===== config.mk =====
export PLATFORM = sky130hd
export DESIGN_NAME = pipe_hazard_ctrl
export DESIGN_NICKNAME = d
export VERILOG_FILES = /design/src/rtl/pipe_hazard_ctrl.sv
export SDC_FILE = /design/constraint.sdc
export NUM_CORES = 1
export LEC_CHECK = 0
export ABC_AREA = 1
export BUFFER_PORTS_ARGS = -buffer_cell sky130_fd_sc_hd__buf_2
export CAP_MARGIN = 5
export CORE_ASPECT_RATIO = 1.5
export CORE_MARGIN = 2
export CORE_UTILIZATION = 30
export CTS_CLUSTER_DIAMETER = 40
export DETAILED_ROUTE_END_ITERATION = 10
export PLACE_DENSITY_LB_ADDON = 0.05
export SLEW_MARGIN = 30
export SYNTH_ARGS = -nofsm -noshare
export SYNTH_HDL_FRONTEND = slang
export SYNTH_SLANG_ARGS = --single-unit

===== constraint.sdc =====
create_clock -name clk -period 3.5 [get_ports clk]
set_input_delay 0.7 -clock clk [delete_from_list [all_inputs] [get_ports clk]]
set_output_delay 0.7 -clock clk [all_outputs]
set_load 0.1 [all_outputs]

===== src/rtl/pipe_hazard_ctrl.sv =====
// Hazard and forwarding controller for the in-order xgriscv pipeline.
// Tracks a per-stage scoreboard after decode and drives bypass, stall and flush.
module pipe_hazard_ctrl #(
    parameter int NSTAGE      = 3,
    parameter int RFIDX_WIDTH = 5,
    parameter int LOAD_RDY    = 3,
    localparam int SELW       = $clog2(NSTAGE + 1)
) (
    input  logic                   clk,
    input  logic                   reset,
    input  logic                   valid_d,
    input  logic [RFIDX_WIDTH-1:0] rs1_d,
    input  logic [RFIDX_WIDTH-1:0] rs2_d,
    input  logic [RFIDX_WIDTH-1:0] rd_d,
    input  logic                   regwrite_d,
    input  logic                   memtoreg_d,
    input  logic                   flush_i,
    input  logic                   hold_i,
    output logic                   stall_d,
    output logic [NSTAGE-1:0]      valid_o,
    output logic [SELW-1:0]        fwd_a_e,
    output logic [SELW-1:0]        fwd_b_e,
    output logic                   fwd_err,
    output logic [31:0]            stall_cnt
);

    typedef struct packed {
        logic                   valid;
        logic [RFIDX_WIDTH-1:0] rd;
        logic [RFIDX_WIDTH-1:0] rs1;
        logic [RFIDX_WIDTH-1:0] rs2;
        logic                   regWrite;
        logic                   memToReg;
    } stage_t;

    stage_t stages [1:NSTAGE];

    logic            loadHit;
    logic [SELW-1:0] selA;
    logic [SELW-1:0] selB;
    logic            errA;
    logic            errB;

    function automatic logic prodHit(
        input stage_t                 s,
        input logic [RFIDX_WIDTH-1:0] src
    );
        return s.valid && s.regWrite && (s.rd != '0) && (s.rd == src);
    endfunction

    // Stage 1 takes decode; older stages shift down and the last one retires.
    always_ff @(posedge clk or posedge reset) begin
        if (reset) begin
            for (int k = 1; k <= NSTAGE; k++) begin
                stages[k] <= '0;
            end
        end else if (!hold_i) begin
            for (int k = NSTAGE; k >= 2; k--) begin
                stages[k] <= stages[k-1];
            end
            stages[1].valid    <= valid_d & ~stall_d & ~flush_i;
            stages[1].rd       <= rd_d;
            stages[1].rs1      <= rs1_d;
            stages[1].rs2      <= rs2_d;
            stages[1].regWrite <= regwrite_d;
            stages[1].memToReg <= memtoreg_d;
        end
    end

    // A load in stage k reaches stage k+1 when the consumer enters E.
    always_comb begin
        loadHit = 1'b0;
        for (int k = 1; k <= NSTAGE - 1; k++) begin
            if ((k + 1 < LOAD_RDY) && stages[k].memToReg &&
                (prodHit(stages[k], rs1_d) || prodHit(stages[k], rs2_d))) begin
                loadHit = 1'b1;
            end
        end
    end

    assign stall_d = valid_d & ~flush_i & loadHit;

    // Scan oldest to youngest so the youngest matching producer wins.
    always_comb begin
        selA = '0;
        selB = '0;
        errA = 1'b0;
        errB = 1'b0;
        if (stages[1].valid) begin
            for (int k = NSTAGE; k >= 2; k--) begin
                if (stages[1].rs1 != '0 && prodHit(stages[k], stages[1].rs1)) begin
                    selA = SELW'(k);
                    errA = (k < LOAD_RDY) && stages[k].memToReg;
                end
                if (stages[1].rs2 != '0 && prodHit(stages[k], stages[1].rs2)) begin
                    selB = SELW'(k);
                    errB = (k < LOAD_RDY) && stages[k].memToReg;
                end
            end
        end
    end

    assign fwd_a_e = selA;
    assign fwd_b_e = selB;
    assign fwd_err = errA | errB;

    always_comb begin
        valid_o = '0;
        for (int k = 1; k <= NSTAGE; k++) begin
            valid_o[k-1] = stages[k].valid;
        end
    end

    always_ff @(posedge clk or posedge reset) begin
        if (reset) begin
            stall_cnt <= '0;
        end else if (stall_d && !hold_i) begin
            stall_cnt <= stall_cnt + 32'd1;
        end
    end

endmodule

==> Implementation_results.wiki, run 1 <==
{| class="wikitable"
! Metric !! Value
|-
| Final critical delay including setup and external delays || 2.834 ns
|-
| Clock transition time at the flip-flop clock pins of the worst setup and hold paths || 0.06 ns
|-
| PostCTS Resize Cnt || 0
|-
| Nets || 652
|-
| I/O Buffers || 62
|-
| Largest net degree at the start of global routing || 47
|-
| Sequential share of the synthesized area || 41.00%
|-
| Number of failing hold endpoints at the final stage || 0
|-
| Async set-or-reset flop fraction in the synthesized netlist || 100.0%
|-
| Count of vias placed by the detailed router || 3,658
|-
| Library cell occupying the most area in the post-synthesis netlist || dfrtp_1
|-
| Floorplan die width || 97.90 um
|-
| Setup repair after global routing missed its margin || no
|-
| Setup WS pre-CTS || 0.6634 ns
|-
| Residual DRC count || 0
|-
| Wire length of the first global-routing pass || 19,160 um
|-
| Setup TNS after final layout || 0 ns
|-
| Worst hold margin || 0.4795 ns
|-
| Number of enable-type register cells in the synthesized netlist || 0
|-
| Depth of the CTS H-tree || 3
|-
| Clock tree root buffer cell || clkbuf_16
|-
| GR Util All Layers || 17.38%
|-
| Syn Std Cell Area || 3968 sq um
|-
| Clk sinks || 65
|-
| PD cells || 426.6 nW/um^2
|-
| Average detailed-routed wire length per instance || 14.84 um
|-
| DRT Pass-1 Iters || 4
|-
| Max clock buf depth || 2
|-
| Post-CTS Hold Buffers || 0
|-
| VDD IR max || 251.5 uV
|-
| Share of cells above drive strength 1 || 17.35%
|-
| Number of primary I/O pins || 63
|-
| Most common flop cell mapped by yosys || dfrtp_1
|-
| Row count || 51
|-
| Syn_nets || 591
|-
| Critical path arrival || 2.13 ns
|-
| Largest fanout on the critical path || 12
|-
| Leakage dissipation || 0.002430 uW
|-
| Clock buffers created by TritonCTS || 9
|-
| Core outline area || 12,950 sq um
|-
| Element type at the critical path start || register
|-
| #FFs+latches synth || 65
|-
| Total Power Consumption || 2015 uW
|-
| CTS tree || built
|-
| Outcome || finished clean
|-
| Routability congestion estimate from global placement || 0.8641
|-
| Routed WL || 11,770 um
|-
| Classification of the worst setup path || reg2out
|-
| Area grow syn2layout || 19.08%
|-
| Post-layout worst setup margin || 0.6660 ns
|-
| Via count of the first global-routing pass || 3,687
|-
| Peak clock frequency supported by timing || 352.9 MHz
|-
| Setup violators final || 0
|-
| Number of diodes || 0
|-
| # Max-Cap Violations || 0
|-
| Least-Margin Pin Slew || 0.8212 ns
|-
| Tcrit/Tclk final || 80.97%
|-
| Remaining antenna violation count after routing || 0
|-
| Worst setup skew after layout || 0.006126 ns
|-
| Biggest area contributors in the synthesized netlist || dfrtp_1, nand2_1, inv_1
|-
| Fill count || 1,453
|-
| Later-pin clock latency in the skew report || 0.34 ns
|-
| Detailed router's first-iteration violation count || 130
|-
| Drt via density || 4.613
|-
| Total congestion overflow after global routing || 0
|-
| Dpl hpwl || 8957 um
|-
| Initial cell density of the core || 30.63%
|-
| Die extent in y || 144.8 um
|-
| Slew Viols, Final || 0
|-
| Yosys warning count || 0
|-
| Leading post-synthesis cells by instance count || nand2_1, dfrtp_1, inv_1
|-
| Most frequent cell after synthesis || nand2_1
|-
| Share of Yosys cell area claimed by the top area cell type || 41.00%
|-
| Synthesized instance count || 568
|-
| Post-synthesis area per instance || 6.985 sq um
|-
| Post-CTS Setup Bufs || 0
|-
| WP data required || 2.80 ns
|-
| Critical Path Sink Type || output port
|-
| Number of antenna violations at the first check in global routing || 0
|-
| Hold WC Path Type || reg2reg
|-
| Normalized max-slew margin || 45.25%
|-
| Number of distinct library cells after synthesis || 28
|-
| Die area || 14,180 sq um
|}
==> path summary, 6_finish.rpt <==
path                                   startpoint  depth (start not counted)  slack [ns]                         to
setup / recovery           valid_o[0]$_DFFE_PP0N_                          7        0.67                    stall_d
hold / removal              stages[1]$_DFFE_PP0N_                          2        0.48      stages[1]$_DFFE_PP0N_
setup reg to reg           valid_o[0]$_DFFE_PP0N_                          8        1.46   stall_cnt[8]$_DFFE_PP0P_
hold reg to reg             stages[1]$_DFFE_PP0N_                          2        0.48      stages[1]$_DFFE_PP0N_
max in group asynchronous                   reset                          3        2.26  stall_cnt[13]$_DFFE_PP0P_
min in group asynchronous                   reset                          2        0.49     stages[48]$_DFFE_PP0N_
==> worst max-delay path, cell delays in order, from the launching register on <==
cell and delay [ns]:
dfrtp_1 0.46, nand2_1 0.07, nor2_1 0.14, o21ai_0 0.10, inv_1 0.33, nand3_2 0.17
inv_1 0.10, buf_2 0.42
==> kinds of logic (layout without fill, tap and decap cells) <==
| group | count (synthesis) | in the layout | synth area share, % |
|---|---|---|---|
| compound gates | 32 | 32 | 4.036 |
| xor+xnor | 30 | 30 | 6.622 |
| fa+ha+maj | 1 | 1 | 0.3153 |
| buf+inv | 79 | 145 | 8.672 |
| flops | 65 | 65 | 41.00 |
| simple gates | 361 | 361 | 39.36 |
==> through the flow <==
stage / util, % / instance area [sq um] / instances
floorplan: - / 3978 / 568
global placement: 34.04 / 4409 / 777
detailed placement: 34.04 / 4409 / 777
CTS: 36.47 / 4725 / 793
global route: 36.47 / 4725 / 793
finish: 36.47 / 4725 / 793
==> layer usage <==
layer	GRT usage [%]	wire, um
met1	19.41	4731
met2	33.56	6524
met3	1.921	330
met4	6.579	185
met5	0	0
==> cells in the final DEF, fill, tap and decap left out, drive strengths merged <==
| cell | netlist | routed |
|---|---|---|
| clkinv | 0 | 1 |
| nand3b | 5 | 5 |
| clkinvlp | 0 | 2 |
| inv | 63 | 64 |
| clkbuf | 7 | 11 |
| nand2 | 247 | 247 |
| nor2 | 57 | 57 |
| bufinv | 0 | 1 |
| xnor2 | 12 | 12 |
| nor3 | 11 | 11 |
| or2 | 1 | 1 |
| nand4 | 20 | 20 |
| buf | 9 | 66 |
| nor3b | 1 | 1 |
| dfrtp | 65 | 65 |
| nand3 | 19 | 19 |
| o21ai | 29 | 29 |
| ha | 1 | 1 |
| a21oi | 3 | 3 |
| xor2 | 18 | 18 |
==> cell type report <==
class                   instances  area, sq um  area share (%)
well taps                     159        198.9           4.211
clock buffers                  11        252.7           5.350
inverters                      63        236.5           5.005
flip-flops and latches         65         1627           34.43
multi-input cells             424         2007           42.48
repair buffers                 66        340.3           7.203
clock inverters                 5        62.56           1.324
==> power breakdown <==
group / total (uW) / switching (uW) / internal [uW]
Clock: 952 / 358 / 594
Combinational: 222 / 153 / 69.8
Sequential: 841 / 49.1 / 792
==> sequential cells by signal, indices dropped and copies added, names as in the netlist <==
name / flops
valid_o: 3
stages: 30
stall_cnt: 32
(Power assumes the default switching activity.)
==> run 2: changes to the inputs <==
Clock period 3.5 ns to 2.3 ns, I/O delays scaled along.
==> run 2 against run 1 <==
  * First-iteration DRC count down 43%
  * Sequential share of layout area is 1.4 points lower
  * Die area did not move
  * Clock power increased by 55%
  * Clock skew increased by 0.0021 ns
  * Setup slack worse by 0.62 ns
  * Final cell count rose by 0.50%
  * Total power is 55% higher
  * Critical path type unchanged
  * Critical endpoint is now fwd_err
  * Highest routed layer unchanged
==> Implementation_results.wiki, run 2 (same netlist as run 1, synthesis figures left out) <==
{| class="wikitable"
! Metric !! Value
|-
| Outcome || finished clean
|-
| Share of power burned in registers || 41.0% (-0.7 points)
|-
| Number of primary I/O pins || 63 (unchanged)
|-
| Final critical delay including setup and external delays || 2.250 ns
|-
| Most common cell after layout, fill and taps aside || nand2_1
|-
| Clock tree root buffer cell || clkbuf_16
|-
| Number of flip-flops in the largest register || 32 (unchanged)
|-
| Slew Viols, Final || 0 (unchanged)
|-
| Clock power frac || 47.3% (about the same)
|-
| Routability congestion estimate from global placement || 0.8758 (+1.4%)
|-
| Core outline area || 12,950 sq um (unchanged)
|-
| Count of vias placed by the detailed router || 3,698 (+1.1%)
|-
| Cell with the largest stage delay on the worst path || dfrtp_1
|-
| Die area || 14,180 sq um (unchanged)
|-
| DRT Pass-1 Iters || 4 (unchanged)
|-
| Net Sw Frac || 27.49% (-0.29 points)
|-
| Largest stage delay on the critical path || 0.44 ns (-0.02 ns)
|-
| Nets || 656 (+0.61%)
|-
| Worst hold margin || 0.1879 ns (-0.2916 ns)
|-
| Via count of the first global-routing pass || 3,724 (+1.0%)
|-
| Critical path arrival || 1.79 ns (-0.34 ns)
|-
| # placed instances || 781 (+0.51%)
|-
| Setup TNS after final layout || 0 ns (unchanged)
|-
| Later-pin clock latency in the skew report || 0.34 ns (about the same)
|-
| Wire length of the first global-routing pass || 19,330 um (+0.90%)
|-
| Initial cell density of the core || 30.63% (unchanged)
|-
| Residual DRC count || 0 (unchanged)
|-
| Layout Utilization || 38.13% (+1.7 points)
|-
| Average detailed-routed wire length per instance || 15.02 um (+1.2%)
|-
| Fraction of power consumed by combinational cells || 11.7% (+0.7 points)
|-
| Least-Margin Pin Slew || 0.4922 ns (-0.3290 ns)
|-
| Peak clock frequency supported by timing || 444.4 MHz
|-
| Leakage dissipation || 0.002473 uW (+1.8%)
|-
| Area grow syn2layout || 24.50%
|-
| Drt via density || 4.640 (+0.59%)
|-
| Number of diodes || 0 (unchanged)
|-
| Number of antenna violations at the first check in global routing || 0 (unchanged)
|-
| Number of failing hold endpoints at the final stage || 0 (unchanged)
|-
| Total congestion overflow after global routing || 0 (unchanged)
|-
| Worst setup skew after layout || 0.008235 ns (+0.002109 ns)
|-
| Critical path cell sequence || xor2_1, a21oi_1, nand3_2, nor2_4, nand3_1, nand2_2, buf_12
|-
| Post-CTS Hold Buffers || 0 (unchanged)
|-
| Clock buffers created by TritonCTS || 9 (unchanged)
|-
| Share of cells above drive strength 1 || 20.85% (+3.5 points)
|-
| Depth of the CTS H-tree || 3 (unchanged)
|-
| Element type at the critical path start || register
|-
| VDD IR max || 294.3 uV (+17%)
|-
| Row count || 51 (unchanged)
|-
| Dpl hpwl || 8904 um (-0.59%)
|-
| Largest fanout on the critical path || 5 (-7)
|-
| Largest register by flop count || stall_cnt
|-
| Post-CTS Setup Bufs || 0 (unchanged)
|-
| Normalized max-slew margin || 67.08% (+22 points)
|-
| Remaining antenna violation count after routing || 0 (unchanged)
|-
| Tcrit/Tclk final || 97.84%
|-
| Classification of the worst setup path || reg2out
|-
| Clk sinks || 65 (unchanged)
|-
| Floorplan die width || 97.90 um (unchanged)
|-
| WP data required || 1.84 ns (-0.96 ns)
|-
| PD cells || 634.3 nW/um^2 (+49%)
|-
| Setup repair after global routing missed its margin || yes
|-
| Top library cells by usage in the layout, fill and taps aside || nand2_1, dfrtp_1, buf_2, inv_1, nor2_1
|-
| Clock transition time at the flip-flop clock pins of the worst setup and hold paths || 0.06 ns (about the same)
|-
| Cell-internal power || 2272 uW (+56%)
|-
| Critical Path Sink Type || output port
|-
| Setup violators final || 0 (unchanged)
|-
| I/O Buffers || 62 (unchanged)
|-
| Detailed router's first-iteration violation count || 74 (-43%)
|-
| Die extent in y || 144.8 um (unchanged)
|-
| Routed WL || 11,970 um (+1.7%)
|-
| Hold WC Path Type || in2async
|-
| GR Util All Layers || 17.65% (+0.27 points)
|-
| Final non-filler cell total || 797 (+0.50%)
|-
| CTS tree || built
|-
| Net Sw Power || 861.3 uW (+54%)
|-
| # Max-Cap Violations || 0 (unchanged)
|-
| Largest net degree at the start of global routing || 66 (+40%)
|-
| Max clock buf depth || 2 (unchanged)
|}
==> run 2: worst max-delay path: cells and delay by family (launching register included) <==
family / cells / cell delay, ns
flip-flops: 1 / 0.44
AND/OR/NAND/NOR: 4 / 0.49
XOR/XNOR: 1 / 0.19
buffers and inverters: 1 / 0.17
AO/OA/AOI/OAI: 1 / 0.16
==> run 2: final timing paths <==
| path | start | endpoint | slack, ns | depth (start not counted) |
|---|---|---|---|---|
| worst max register to register | stages[50]$_DFFE_PP0N_ | stall_cnt[12]$_DFFE_PP0P_ | 0.49 | 9 |
| max in group asynchronous | reset | stages[44]$_DFFE_PP0N_ | 1.81 | 3 |
| worst max-delay path | stages[33]$_DFFE_PP0N_ | fwd_err | 0.05 | 7 |
| worst min register to register | stages[1]$_DFFE_PP0N_ | stages[1]$_DFFE_PP0N_ | 0.49 | 2 |
| worst min-delay path | reset | stall_cnt[11]$_DFFE_PP0P_ | 0.19 | 3 |
| min in group clk | regwrite_d | stages[37]$_DFFE_PP0N_ | 0.32 | 3 |
==> run 2: power by group through the flow <==
stage / sequential [uW] / clock, uW / combinational [uW]
detailed placement: 1300 / 0 / 353
global route: 1290 / 1560 / 413
finish: 1280 / 1480 / 367
global placement: 1300 / 0 / 353
CTS: 1280 / 1520 / 363
floorplan: 1290 / 0 / 255
==> run 2: repair_timing <==
| action | CTS | global route |
|---|---|---|
| resized for setup | 10 | 11 |
| pin swaps | 5 | 2 |
| setup endpoints to repair | 4 | 5 |
==> run 2: cell type report <==
| type | count | area [sq um] |
|---|---|---|
| fillers | 1399 | 8014 |
| multi-input cells | 424 | 2090 |
| flip-flops and latches | 65 | 1629 |
| repair buffers | 70 | 473.0 |
| inverters | 63 | 236.5 |
| clock buffers | 11 | 232.7 |
| well taps | 159 | 198.9 |
| clock inverters | 5 | 80.08 |
==> run 2: per-stage QoR <==
stage | cell area, sq um | total power [uW] | setup WS (ns)
floorplan | 3998 | 1543 | 0.07529
global placement | 4562 | 1652 | 0.2779
global route | 4940 | 3270 | -0.04313
detailed placement | 4562 | 1653 | 0.2522
finish | 4940 | 3133 | 0.04961
CTS | 4903 | 3165 | -0.003714
==> run 2: metal layers <==
| layer | track usage [%] | share of wire (%) |
|---|---|---|
| met1 | 19.29 | 41 |
| met2 | 33.24 | 53 |
| met3 | 2.257 | 2.7 |
| met4 | 8.991 | 3.0 |
| met5 | 0 | 0 |
